==> src/rtl/fifo_rd_pack_if.sv <==
// fifo_rd_pack_if: handshake bundle between an upstream fifo read port, the
// packer, and a wide-word consumer.
//   in_dat/in_val/in_pop : fifo dout / dout_val / pop
//   flush                : level request to emit a partially filled word
//   out_dat/out_cnt      : packed word and number of valid lanes (1..RATIO)
//   out_val/out_rdy      : output valid/ready handshake
// Modports: master = the packer, slave = the surrounding fifo + consumer.
interface fifo_rd_pack_if #(
  parameter int WIDTH = 8,
  parameter int RATIO = 4
);
  logic [WIDTH-1:0]       in_dat;
  logic                   in_val;
  logic                   in_pop;
  logic                   flush;
  logic [WIDTH*RATIO-1:0] out_dat;
  logic [$clog2(RATIO):0] out_cnt;
  logic                   out_val;
  logic                   out_rdy;

  modport master (
    input  in_dat, in_val, flush, out_rdy,
    output in_pop, out_dat, out_cnt, out_val
  );

  modport slave (
    output in_dat, in_val, flush, out_rdy,
    input  in_pop, out_dat, out_cnt, out_val
  );
endinterface

==> src/rtl/fifo_rd_pack.sv <==
// fifo_rd_pack: pops WIDTH-bit entries from a fifo and packs RATIO of them
// into one wide word on a valid/ready port. Lane k is out_dat[k*WIDTH +: WIDTH].
// A flush emits a partially filled word; unused lanes read 0.
// Ports:
//   clk, rst_n : clock, asynchronous active-low reset
//   bus        : fifo_rd_pack_if.master (fifo read side, flush, output word)
// Optional build macro PACK_TMO_EN: adds an idle timer that behaves like a
// flush after TMO_CYC idle cycles with a partial word pending.
//
// state | meaning
// FILL  | collecting entries into lanes, out_val=0
// HOLD  | word presented, out_val=1, contents frozen until accepted
module fifo_rd_pack #(
  parameter int WIDTH   = 8,
  parameter int RATIO   = 4,
  parameter int TMO_CYC = 16
) (
  input  logic           clk,
  input  logic           rst_n,
  fifo_rd_pack_if.master bus
);

  localparam int CNT_W  = $clog2(RATIO);
  localparam int OCNT_W = $clog2(RATIO) + 1;

  if (RATIO < 2 || RATIO > 16 || TMO_CYC < 1) begin : g_param_check
    $error("fifo_rd_pack: RATIO must be 2..16 and TMO_CYC >= 1");
  end

  typedef enum logic {FILL = 1'b0, HOLD = 1'b1} state_t;

  state_t                       state_q, state_d;
  logic [CNT_W-1:0]             cnt_q, cnt_d;
  logic [RATIO-1:0][WIDTH-1:0]  lanes_q, lanes_d;
  logic [OCNT_W-1:0]            out_cnt_q, out_cnt_d;
  logic                         pop;
  logic                         tmo_hit;
  logic                         flush_eff;

  // Pop in FILL whenever data is there; in HOLD only when the held word is
  // leaving this cycle, which keeps one word per RATIO cycles.
  assign pop       = bus.in_val & ((state_q == FILL) | bus.out_rdy);
  assign flush_eff = bus.flush | tmo_hit;

  always_comb begin
    state_d   = state_q;
    cnt_d     = cnt_q;
    lanes_d   = lanes_q;
    out_cnt_d = out_cnt_q;
    case (state_q)
      FILL: begin
        if (pop) begin
          lanes_d[cnt_q] = bus.in_dat;
          if (cnt_q == CNT_W'(RATIO - 1)) begin
            state_d   = HOLD;
            out_cnt_d = OCNT_W'(RATIO);
            cnt_d     = '0;
          end else if (flush_eff) begin
            // entry popped alongside the flush is part of the emitted word
            state_d   = HOLD;
            out_cnt_d = OCNT_W'(cnt_q) + OCNT_W'(1);
            cnt_d     = '0;
          end else begin
            cnt_d = cnt_q + CNT_W'(1);
          end
        end else if (flush_eff && (cnt_q != '0)) begin
          state_d   = HOLD;
          out_cnt_d = OCNT_W'(cnt_q);
          cnt_d     = '0;
        end
      end
      HOLD: begin
        if (bus.out_rdy) begin
          state_d   = FILL;
          lanes_d   = '0;
          out_cnt_d = '0;
          if (pop) begin
            lanes_d[0] = bus.in_dat;
            cnt_d      = CNT_W'(1);
          end
        end
      end
      default: state_d = FILL;
    endcase
  end

  always_ff @(posedge clk or negedge rst_n) begin
    if (!rst_n) begin
      state_q   <= FILL;
      cnt_q     <= '0;
      lanes_q   <= '0;
      out_cnt_q <= '0;
    end else begin
      state_q   <= state_d;
      cnt_q     <= cnt_d;
      lanes_q   <= lanes_d;
      out_cnt_q <= out_cnt_d;
    end
  end

`ifdef PACK_TMO_EN
  localparam int TMO_W = $clog2(TMO_CYC + 1);

  logic [TMO_W-1:0] tmo_q, tmo_d;

  // Counts only while a partial word sits idle; it cannot pass TMO_CYC
  // because reaching it forces the move to HOLD, which clears it.
  always_comb begin
    tmo_d = tmo_q;
    if ((state_q != FILL) || pop || (state_d == HOLD)) begin
      tmo_d = '0;
    end else if (cnt_q != '0) begin
      tmo_d = tmo_q + TMO_W'(1);
    end
  end

  always_ff @(posedge clk or negedge rst_n) begin
    if (!rst_n) begin
      tmo_q <= '0;
    end else begin
      tmo_q <= tmo_d;
    end
  end

  assign tmo_hit = (tmo_q == TMO_W'(TMO_CYC));
`else
  assign tmo_hit = 1'b0;
`endif

  assign bus.in_pop  = pop;
  assign bus.out_dat = lanes_q;
  assign bus.out_cnt = out_cnt_q;
  assign bus.out_val = (state_q == HOLD);

endmodule

==> src/flat_wrapper.sv <==
// flat-port wrapper written by rule: the top's interface ports become plain ports
module fifo_rd_pack_flat 
#(
  parameter int WIDTH   = 8,
  parameter int RATIO   = 4,
  parameter int TMO_CYC = 16
)
  (clk, rst_n, bus_in_dat, bus_in_val, bus_flush, bus_out_rdy, bus_in_pop, bus_out_dat, bus_out_cnt, bus_out_val);
  fifo_rd_pack_if #(.WIDTH(WIDTH), .RATIO(RATIO)) bus_i ();
  input  logic clk;
  input  logic rst_n;
  input wire logic [$bits(bus_i.in_dat)-1:0] bus_in_dat;
  input wire logic [$bits(bus_i.in_val)-1:0] bus_in_val;
  input wire logic [$bits(bus_i.flush)-1:0] bus_flush;
  input wire logic [$bits(bus_i.out_rdy)-1:0] bus_out_rdy;
  output wire logic [$bits(bus_i.in_pop)-1:0] bus_in_pop;
  output wire logic [$bits(bus_i.out_dat)-1:0] bus_out_dat;
  output wire logic [$bits(bus_i.out_cnt)-1:0] bus_out_cnt;
  output wire logic [$bits(bus_i.out_val)-1:0] bus_out_val;
  assign bus_i.in_dat = bus_in_dat;
  assign bus_i.in_val = bus_in_val;
  assign bus_i.flush = bus_flush;
  assign bus_i.out_rdy = bus_out_rdy;
  assign bus_in_pop = bus_i.in_pop;
  assign bus_out_dat = bus_i.out_dat;
  assign bus_out_cnt = bus_i.out_cnt;
  assign bus_out_val = bus_i.out_val;
  fifo_rd_pack #(.WIDTH(WIDTH), .RATIO(RATIO), .TMO_CYC(TMO_CYC)) u_core (.clk(clk), .rst_n(rst_n), .bus(bus_i));
endmodule
==> config.mk <==
export PLATFORM = sky130hd
export DESIGN_NAME = fifo_rd_pack_flat
export DESIGN_NICKNAME = d
export VERILOG_FILES = /design/src/rtl/fifo_rd_pack_if.sv /design/src/rtl/fifo_rd_pack.sv /design/src/flat_wrapper.sv
export SDC_FILE = /design/constraint.sdc
export NUM_CORES = 1
export LEC_CHECK = 0
export ABC_AREA = 1
export CORE_ASPECT_RATIO = 1.2
export CORE_UTILIZATION = 35
export DETAILED_ROUTE_END_ITERATION = 8
export SETUP_SLACK_MARGIN = 0.05
export SYNTH_ARGS = -nofsm -noshare
export SYNTH_HDL_FRONTEND = slang
export SYNTH_SLANG_ARGS = --single-unit
export TNS_END_PERCENT = 50
==> constraint.sdc <==
create_clock -name clk -period 4 [get_ports clk]
set_input_delay 0.8 -clock clk [delete_from_list [all_inputs] [get_ports clk]]
set_output_delay 0.8 -clock clk [all_outputs]
set_load 0.01 [all_outputs]
==> impl_metrics.toml <==
[global_routing]
grt_use_met3_pct = 4.25
top_usage_layer = "met2"
grt_pass1_vias = 1479
use_met2_pct = 27.0
grt_antenna_before_repair = 0
grt_usage_pct = 16.8
grt_max_degree = 39
gr-usage-met1_pct = 22.1
grt_pass1_wl_um = 7310
overflow = 0

[routing]
routed_via_density = 5.03
first_pass_iters = 4
drcViolationCount = 0
drt-wirelength-per-cell_um = 14.6
route.vias.total = 1565
ant_nets = 0
first_iter_violations = 149
wirelength_um = 4540

[clocking]
clk_pin_slew_worst_paths_ps = 70
insertion_delay_ps = 300
cts_resized = 0
cts_tree = "built"
root_buffer = "clkbuf_8"
numClockSinks = 38
ctsHoldBuffers = 0
cts_made_buffers = 5
clockBufferDepth = 2
cts_setup_buffers = 0
htreeDepth = 2

[final_layout]
utilization_pct = 48.5
drive_gt1_share_pct = 12.4
layout.nets = 268
area_growth_pct = 30.2
antennaDiodeCount = 0

[pwr]
p_per_area_nw_per_um2 = 747
p_leak_nw = 1.18
ir_drop_mv = 0.409

[synth]
synthTopCellsByCount = "nand2_1, dfrtp_1, nand3_1"
synth_warnings = 0
synthCells = 203
synth_most_common_cell = "nand2_1"
synth.area.top_cells = "dfrtp_1, nand2_1, nand3_1"
synth_cell_types = 24
synth_edf_count = 0
syn_avg_cell_area_um2 = 9.32
synth_top_cell_by_area = "dfrtp_1"
seq_area_frac_synth_pct = 50.3
syn_nets = 220
synthArstFlopShare_pct = 100
synth_flop_cell = "dfrtp_1"
ys_ff_latch = 38
synth_top_area_share_pct = 50.3
synth_area_um2 = 1890

[floorplan]
die_x_um = 69.1
die_h_um = 82.5
coreArea_um2 = 5080
start_util_pct = 37.2
rows = 28
ioPinCount = 50
dieArea_um2 = 5700

[setup_path]
crit_path_end_kind = "primary output"
cp-startpoint = "bus_out_rdy"
reg2reg_from = "u_core.bus.out_val"
crit_path_top_delay_cell = "clkdlybuf4s50_1"
cp.required_ps = 3200
cp_max_fo = 7
worst-path-buf-inv = 4
timing_worst_setup_path_type = "input pin to primary output"
cp-start-kind = "input pin"
cp_cell_sequence = "clkdlybuf4s50_1 > inv_1 > nand2_4 > nand2_4 > inv_2 > clkdlybuf4s50_1"
critPathMaxStageDelay_ps = 610
cp_top_family = "buffers and inverters"
arrival_ps = 2320

[sta]
max_freq_mhz = 321
tightestPinTransition_ps = 854
fin_crit_sh_pct = 78.0
rsz0062_at_grt = "false"
setup_viol = 0
fin_crit_ps = 3120
slew_viol_final = 0
hold_viol = 0
fin_skew_ps = 11.4
setup_tns_ps = 0
relSlewSlack_pct = 43.1
fin_hold_ws_ps = 483

[min_path]
hp-start = "u_core.bus.out_cnt[2]"
min_path_type = "flop to flop"

[flow_run]
maxCapViolations = 0

[outcome]
status = "finished, final reports clean"

[placement]
portBuffers = 49
dp_hpwl_um = 3130
globalplace.congestion = 0.815
==> logic make-up (layout without fill, tap and decap cells) <==
logic type | after synthesis | in the layout | share of synthesized area, %
and+or+nand+nor | 129 | 129 | 36.9
DFF | 38 | 38 | 50.3
AOI/OAI and AO/OA | 16 | 16 | 4.96
buffers and inverters | 16 | 64 | 5.22
adders and majority gates | 4 | 4 | 2.65
==> final cells by class <==
type	instances	area, µm²
Fill cell	488	2620
Sequential cell	38	951
Multi-Input combinational cell	149	842
Timing Repair Buffer	49	485
Tap cell	60	75.1
Clock buffer	5	68.8
Inverter	8	30.0
Clock inverter	2	10.0
==> flip-flops by register name (all words and copies together) (netlist names) <==
signal / flops
u_core.bus.out_dat: 32
u_core.bus.out_cnt: 3
u_core.cnt_q: 2
u_core.bus.out_val: 1
==> through the flow <==
stage	instances	setup slack, ps	power, mW	instance area [µm²]
floorplan	203	2120	1.23	1890
global placement	304	915	1.60	2380
detailed placement	304	883	1.60	2380
CTS	311	875	1.86	2460
global route	311	789	1.98	2460
finish	311	880	1.84	2460
==> tightest hold or removal path: stages (launching register included) <==
cell and delay, ps:
dfrtp_1 350, nand2_1 60, nand2_1 40
==> cell usage in the layout, fill, tap and decap left out, drive strengths merged <==
cell	count
a21oi	12
a31oi	1
buf	1
clkbuf	5
clkdlybuf4s50	48
clkinv	2
dfrtp	38
ha	4
inv	8
nand2	63
nand3	34
nand4	16
nor2	16
o21ai	2
o22ai	1
==> metal layers <==
layer	up-vias	wire, µm
li1	777	-
met1	724	2090
met2	57	2100
met3	7	283
met4	0	62
met5	-	0
==> report_power, final <==
part	switching, mW	total [mW]	internal, mW
clock network	0.134	0.251	0.117
logic	0.488	0.923	0.435
registers	0.126	0.667	0.541
total	0.747	1.84	1.09
==> path summary, 6_finish.rpt <==
| kind | end | slack, ps | cells after the start |
|---|---|---|---|
| hold / removal | u_core.bus.out_cnt[2] | 480 | 2 |
| min in group asynchronous | u_core.bus.out_dat[22] | 610 | 1 |
| setup reg to reg | u_core.bus.out_dat[24] | 2280 | 5 |
| setup / recovery | bus_in_pop | 880 | 6 |
| hold reg to reg | u_core.bus.out_cnt[2] | 480 | 2 |
| max in group asynchronous | u_core.bus.out_cnt[0] | 2840 | 1 |
(Power assumes the default switching activity.)
